**config.mk**
```make
export PLATFORM = sky130hd
export DESIGN_NAME = led_arbiter
export DESIGN_NICKNAME = d
export VERILOG_FILES = /design/src/rtl/led_arbiter.sv
export SDC_FILE = /design/constraint.sdc
export NUM_CORES = 1
export LEC_CHECK = 0
export ABC_CLOCK_PERIOD_IN_PS = 3950
export BUFFER_PORTS_ARGS = -buffer_cell sky130_fd_sc_hd__buf_2
export CAP_MARGIN = 0
export CELL_PAD_IN_SITES_DETAIL_PLACEMENT = 1
export CELL_PAD_IN_SITES_GLOBAL_PLACEMENT = 2
export CORE_MARGIN = 3
export CORE_UTILIZATION = 34
export DETAILED_ROUTE_END_ITERATION = 7
export HOLD_SLACK_MARGIN = 0.12
export MAX_ROUTING_LAYER = met4
export PLACE_DENSITY_LB_ADDON = 0.1
export SETUP_SLACK_MARGIN = 0.4
export SLEW_MARGIN = 20
export SYNTH_ARGS = -nofsm -noshare
export SYNTH_HDL_FRONTEND = slang
export SYNTH_SLANG_ARGS = --single-unit
export TNS_END_PERCENT = 30
```
**constraint.sdc**
```tcl
create_clock -name clk -period 3.95 [get_ports clk]
set_input_delay 0.79 -clock clk [delete_from_list [all_inputs] [get_ports clk]]
set_output_delay 0.79 -clock clk [all_outputs]
set_load 0.02 [all_outputs]
```
**src/rtl/led_arbiter.sv**
```systemverilog
// Three-requester round-robin arbiter for a shared 8-bit LED bank.
// Grants honour a minimum hold, are preempted at a maximum hold when contended, and hand off with no idle gap.
module led_arbiter #(
   parameter int MINHOLD = 4,
   parameter int MAXHOLD = 16
) (
   input  logic       clk,
   input  logic       rst,
   input  logic [2:0] req,
   input  logic [7:0] data0,
   input  logic [7:0] data1,
   input  logic [7:0] data2,
   output logic [2:0] grant,
   output logic [7:0] led,
   output logic       busy,
   output logic       switch_p
);

   localparam logic [0:0]  IDLE   = 1'b0;
   localparam logic [0:0]  OWN    = 1'b1;
   localparam logic [15:0] MIN_M1 = 16'(MINHOLD - 1);
   localparam logic [15:0] MAX_M1 = 16'(MAXHOLD - 1);

   logic [0:0]  state;
   logic [15:0] hold_cnt;
   logic [1:0]  last;
   logic [1:0]  rst_sync;
   logic        run;

   logic [7:0]  owner_data;
   logic        owner_req;
   logic [2:0]  cand;
   logic        grant_end;
   logic        win_valid;
   logic [1:0]  win_idx;

   // Round-robin search starting after the previous owner; returns {found, index}.
   function automatic logic [2:0] pick(input logic [2:0] m, input logic [1:0] l);
      logic [1:0] a;
      logic [1:0] b;
      a = (l == 2'd2) ? 2'd0 : l + 2'd1;
      b = (a == 2'd2) ? 2'd0 : a + 2'd1;
      if (m[a])      pick = {1'b1, a};
      else if (m[b]) pick = {1'b1, b};
      else if (m[l]) pick = {1'b1, l};
      else           pick = 3'b000;
   endfunction

   // Reset asserts immediately but releases only after two clean edges.
   always_ff @(posedge clk or negedge rst) begin
      if (!rst) rst_sync <= 2'b00;
      else      rst_sync <= {rst_sync[0], 1'b1};
   end
   assign run = rst_sync[1];

   always_comb begin
      // NOTE: every combinational output gets a default first so no latch can be inferred.
      owner_data = data2;
      case (last)
         2'd0:    owner_data = data0;
         2'd1:    owner_data = data1;
         default: owner_data = data2;
      endcase
      owner_req = req[last];
      // While owning, last is the owner, so masking with grant leaves only the contenders.
      cand      = (state == OWN) ? (req & ~grant) : req;
      grant_end = (state == OWN) &&
                  ((!owner_req && hold_cnt >= MIN_M1) || (hold_cnt == MAX_M1 && cand != 3'b000));
      {win_valid, win_idx} = pick(cand, last);
   end

   always_ff @(posedge clk or negedge rst) begin
      if (!rst) begin
         state    <= IDLE;
         grant    <= 3'b000;
         led      <= 8'h00;
         switch_p <= 1'b0;
         hold_cnt <= 16'd0;
         last     <= 2'd2;
      end else if (run) begin
         // NOTE: state registers use non-blocking assignments so every update sees pre-edge values.
         switch_p <= 1'b0;
         if (state == IDLE) begin
            if (win_valid) begin
               state    <= OWN;
               grant    <= 3'b001 << win_idx;
               last     <= win_idx;
               hold_cnt <= 16'd0;
               switch_p <= 1'b1;
            end
         end else begin
            led <= owner_data;
            if (grant_end) begin
               if (win_valid) begin
                  grant    <= 3'b001 << win_idx;
                  last     <= win_idx;
                  hold_cnt <= 16'd0;
                  switch_p <= 1'b1;
               end else begin
                  state    <= IDLE;
                  grant    <= 3'b000;
                  hold_cnt <= 16'd0;
               end
            end else if (hold_cnt != MAX_M1) begin
               hold_cnt <= hold_cnt + 16'd1;
            end
         end
      end
   end

   assign busy = |grant;

endmodule

```
### After elaboration in Yosys (flattened, before gate mapping)

Cells that the tools add are included.

* add/subtract/negate cells: 3
* reduce and logical (&&, ||, !) cells: 13
* bitwise gates (word level): 2
* order comparisons: 4
* shift operators: 1
* multiplexer cells: 31
* equal/unequal tests: 7

Operators with widths (count)
* two-way mux 16 bit: 4
* two-way mux 3 bit: 8
* adder 16 x 1 -> 16 bit, second input constant: 1
* equality test 16 x 4 -> 1 bit, second input constant: 1
* >= comparator 16 x 2 -> 1 bit, second input constant: 1
* inequality test 16 x 4 -> 1 bit, second input constant: 1
* case mux 8 bit (2 select lines): 1
* two-way mux 2 bit: 5
* less-than comparator 2 x 3 -> 1 bit, second input constant: 3
* two-way mux 1 bit: 9
* binary-select mux 1 bit (select 2 bit): 4
* AND reduction 3 bit: 2
* adder 2 x 1 -> 2 bit, second input constant: 2
* equality test 2 bit, second input constant: 2
* AND reduction 2 bit: 2
* AND 3 bit: 1
* logical AND 1 bit: 3
* inequality test 3 x 1 -> 1 bit, second input constant: 1
* NOT 3 bit: 1
* nonzero test 3 bit: 1
* OR reduction 3 bit: 1
* << shifter 1 x 2 -> 3 bit, first input constant: 1
* equality test 2 x 1 -> 1 bit, second input constant: 1
* logical NOT 2 bit: 1
* 4 further kinds: 4

* input port bits: 29
* flip-flop bits (word level): 33

### Depth between registers and ports, before layout

* depth in word-level cells: 12
* depth in mapped cells: 7
* gate-level depth less buffers: 6

### Worst setup path after synthesis

Ideal clock, no wire load.

* kind: input to register
* start point: input req[2]
* end point: register hold_cnt[5]
* slack: 1.811 ns
* arrival: 2.020 ns
* library setup time: 0.119 ns
* stages: 5
* path through: a21boi_1 a31oi_1 nor4b_1 xnor2_1 nor2_1

* word-level cells in the longest chain between the ends: 9
* elaborated cells between the ends (all ways): 24

Ends and longest elaborated chain
* start, declared: line 9 `input logic [2:0] req,`
* AND 3 bit: line 66 `cand = (state == OWN) ? (req & ~grant) : req;`
* two-way mux 3 bit: line 66
* binary-select mux 1 bit (select 2 bit): line 45 `else if (m[l]) pick = {1'b1, l};`
* two-way mux 1 bit (implied by the code): line 45
* two-way mux 3 bit: line 45
* two-way mux 3 bit: line 44 `else if (m[b]) pick = {1'b1, b};`
* two-way mux 3 bit: line 43 `if (m[a]) pick = {1'b1, a};`
* nonzero test 2 bit (no line)
* AND reduction 3 bit (no line)
* end signal, assigned: line 105 `hold_cnt <= hold_cnt + 16'd1;`
* end, declared: line 25 `logic [15:0] hold_cnt;`

Parallel ways exist; a longest one is shown, timed or not. The select of a mux whose other input is x is not followed.
A chain may end at the register's enable or synchronous reset.

### Final worst setup path

* start point: register hold_cnt[8]
* end point: register hold_cnt[6]

* word-level cells in the longest chain between the ends: 6
* elaborated cells between the ends (all ways): 11

Ends and longest elaborated chain
* >= comparator 16 x 2 -> 1 bit or equality test 16 x 4 -> 1 bit (tied branches): line 68 `((!owner_req && hold_cnt >= MIN_M1) || (hold_cnt == MAX_M1 && cand != 3'b000));`
* logical AND 1 bit: line 68
* logical OR 1 bit: line 68
* logical AND 1 bit: line 67 `grant_end = (state == OWN) &&`
* inequality test 3 x 1 -> 1 bit (no line) or two-way mux 16 bit (tied branches)
* AND reduction 3 bit (no line) or two-way mux 16 bit (tied branches)

Parallel ways exist; a longest one is shown, timed or not.

==> flow_summary.toml <==
[detailed_routing]
num_vias = 1639
firstDrtPassIters = 4
first_iter_violations = 75
drc = 0
vias_per_cell = 5.22
wirelength_um = 4970
ant_nets = 0
wire_per_inst_um = 15.8

[worst_setup_path]
start_kind = "flop"
crit_chain = "or4_4 > nor4_4 > nand2b_2 > a21oi_4 > nor2_1"
slowest_stage = "or4_4"
required_ns = 4.10
worstSetupEndpointType = "flop"
criticalPathCategory = "reg2reg"
cp_max_fo = 15
crit_path_max_incr_delay_ns = 0.59
arrival_ns = 2.63

[placement]
place_area_um2 = 2110
port_buffers = 41
dp_hpwl_um = 3680
routabilityCongestion = 0.820

[finish]
final_cell_mix = "buf_2 (41), dfrtp_1 (32), nor2_1 (23), nand2_1 (18), o21ai_0 (13)"
antenna_cells = 0
finalInstanceArea_um2 = 2210
syn2layout_area_growth_pct = 19.4
drive_above_1_share_pct = 25.0
mostFrequentLayoutCell = "buf_2"
nNetsFinal = 273

[synth]
synth-xor-area-share_pct = 5.67
synth-edff-count = 0
synth_ff_type = "dfrtp_1"
yosys.area_share.simple_pct = 22.7
netlist_instances = 203
syn-cell-area_um2 = 1850
synth.area.mux_share_pct = 5.94
synth_seq_cells = 33
synth_seq_area_share_pct = 44.6
synth_compound_gate_area_share_pct = 15.9
postSynth.asyncResetShare_pct = 100
synth_top_family_by_area = "simple AND/OR/NAND/NOR gates"
syn_avg_cell_area_um2 = 9.13
yosysUniqueCellTypes = 42
yosysWarnings = 0
synthAdderAreaFrac_pct = 0.675
synth_nets = 233

[floorplan]
start_util_pct = 35.6
die_w_um = 79.9
coreArea_um2 = 5200
fp.dieH_um = 79.9
top_level_ports = 42
die_area_um2 = 6380
rows = 26

[sta]
relSlewSlack_pct = 49.5
rsz0062_at_grt = "no"
worstMarginPinSlew_ns = 0.758
finalHoldViolCount = 0
holdWs_ns = 0.357
skew_ns = 0.00251
slew_viol_final = 0
fin_setup_tns_ns = 0
final-setup-viol-count = 0
fin_crit_sh_pct = 62.6
timing.fmax_mhz = 404
period_needed_ns = 2.47

[cts]
cts.clk_slew.worst_paths_ns = 0.07
cts_sinks = 33
tritoncts = "done"
cts_setup_buffers = 0
ctsHoldBuffers = 0
h-tree-depth = 2
cts_resized = 0
cts_buffers = 5
root_buffer = "clkbuf_8"
clk_latency_ns = 0.29
clock_path_buffers = 2

[global_routing]
grt_pass1_wl_um = 8690
antenna_found_initial = 0
grt_use_total_pct = 18.0
overflow = 0
grt_pass1_vias = 1772
grt_max_degree = 34

[power]
power.density_nw_per_um2 = 616
ir_drop_uv = 265
total_power_w = 0.00136
cellLeakagePower_nw = 0.986

[job]
max_cap_violations = 0

[min_path]
worstHoldPathType = "reg2reg"

[status]
outcome = "completed"
## final timing paths
check                            startpoint     endpoint  slack [ns]  depth (start not counted)
max in group asynchronous               rst     switch_p        2.90                          1
worst max register to register  hold_cnt[8]  hold_cnt[6]        1.48                          5
min in group asynchronous               rst  hold_cnt[1]        0.57                          1
worst max-delay path            hold_cnt[8]  hold_cnt[6]        1.48                          5
worst min-delay path            rst_sync[0]  rst_sync[1]        0.36                          0
worst min register to register  rst_sync[0]  rst_sync[1]        0.36                          0
## where the power goes
group          internal (W)  leakage [nW]  switching, W
Combinational      0.000206         0.506      0.000336
Clock              0.000158        0.0542      0.000128
Sequential         0.000425         0.426      0.000110
Total              0.000789         0.986      0.000574
## Yosys cell counts (2+ instances only)
| master | number | share of area, % |
|---|---|---|
| a32oi_1 | 2 | 0.94 |
| o21ai_0 | 13 | 3.5 |
| or2_2 | 2 | 0.67 |
| xnor2_1 | 7 | 3.3 |
| xor2_1 | 5 | 2.4 |
| o22ai_1 | 3 | 1.0 |
| a21oi_1 | 11 | 3.0 |
| dfrtp_1 | 32 | 43 |
| a21oi_4 | 2 | 1.8 |
| clkbuf_1 | 4 | 0.81 |
| buf_1 | 2 | 0.41 |
| a21boi_0 | 3 | 1.2 |
| nand4_1 | 4 | 1.3 |
| nor4_1 | 7 | 2.4 |
| a21o_1 | 2 | 0.81 |
| nor3_1 | 5 | 1.3 |
| or3_1 | 2 | 0.67 |
| a31oi_1 | 3 | 1.0 |
| inv_1 | 10 | 2.0 |
| nand2_1 | 18 | 3.6 |
| mux2i_1 | 11 | 5.9 |
| nor2_1 | 23 | 4.7 |
| nand3_1 | 11 | 3.0 |
| or4_1 | 3 | 1.2 |
## cell families after synthesis
logic type,Yosys count
flip-flops,33
AND/OR/NAND/NOR,82
adder cells (fa/ha/maj),1
XOR/XNOR,12
multiplexers,11
AO/OA/AOI/OAI,45
other,1
buffers and inverters,18
## critical path, delay by kind of cell (launching register included)
kind,cells,cell delay [ns]
simple gates,4,1.44
flops,1,0.46
compound gates,1,0.44
## flip-flops by register name, indices dropped and copies added (netlist names)
signal	flops
grant	3
led	8
rst_sync	2
switch_p	1
hold_cnt	16
state	1
last	2
## metrics by stage
step / worst slack [ns] / std cells / util [%]
after global placement: 1.47 / 306 / 40.5
after global routing: 1.28 / 314 / 42.5
after floorplan: 1.81 / 203 / -
final: 1.48 / 314 / 42.5
after detailed placement: 1.38 / 306 / 40.5
after CTS: 1.44 / 314 / 42.4
## layer usage
metal	share of wire (%)	vias to the layer above	GRT usage, %
li1	-	800	-
met1	46	791	22.6
met2	49	39	29.0
met3	3.8	9	4.51
met4	1.2	0	4.73
met5	0	-	-
## cell type report
type,instances,area [um^2]
fillers,646,2990
repair buffers,41,205
clock inverters,1,5.00
well taps,70,87.6
inverters,10,37.5
multi-input cells,152,955
clock buffers,7,96.3
flip-flops and latches,33,827
No activity file was read; power rests on OpenSTA's default activity.
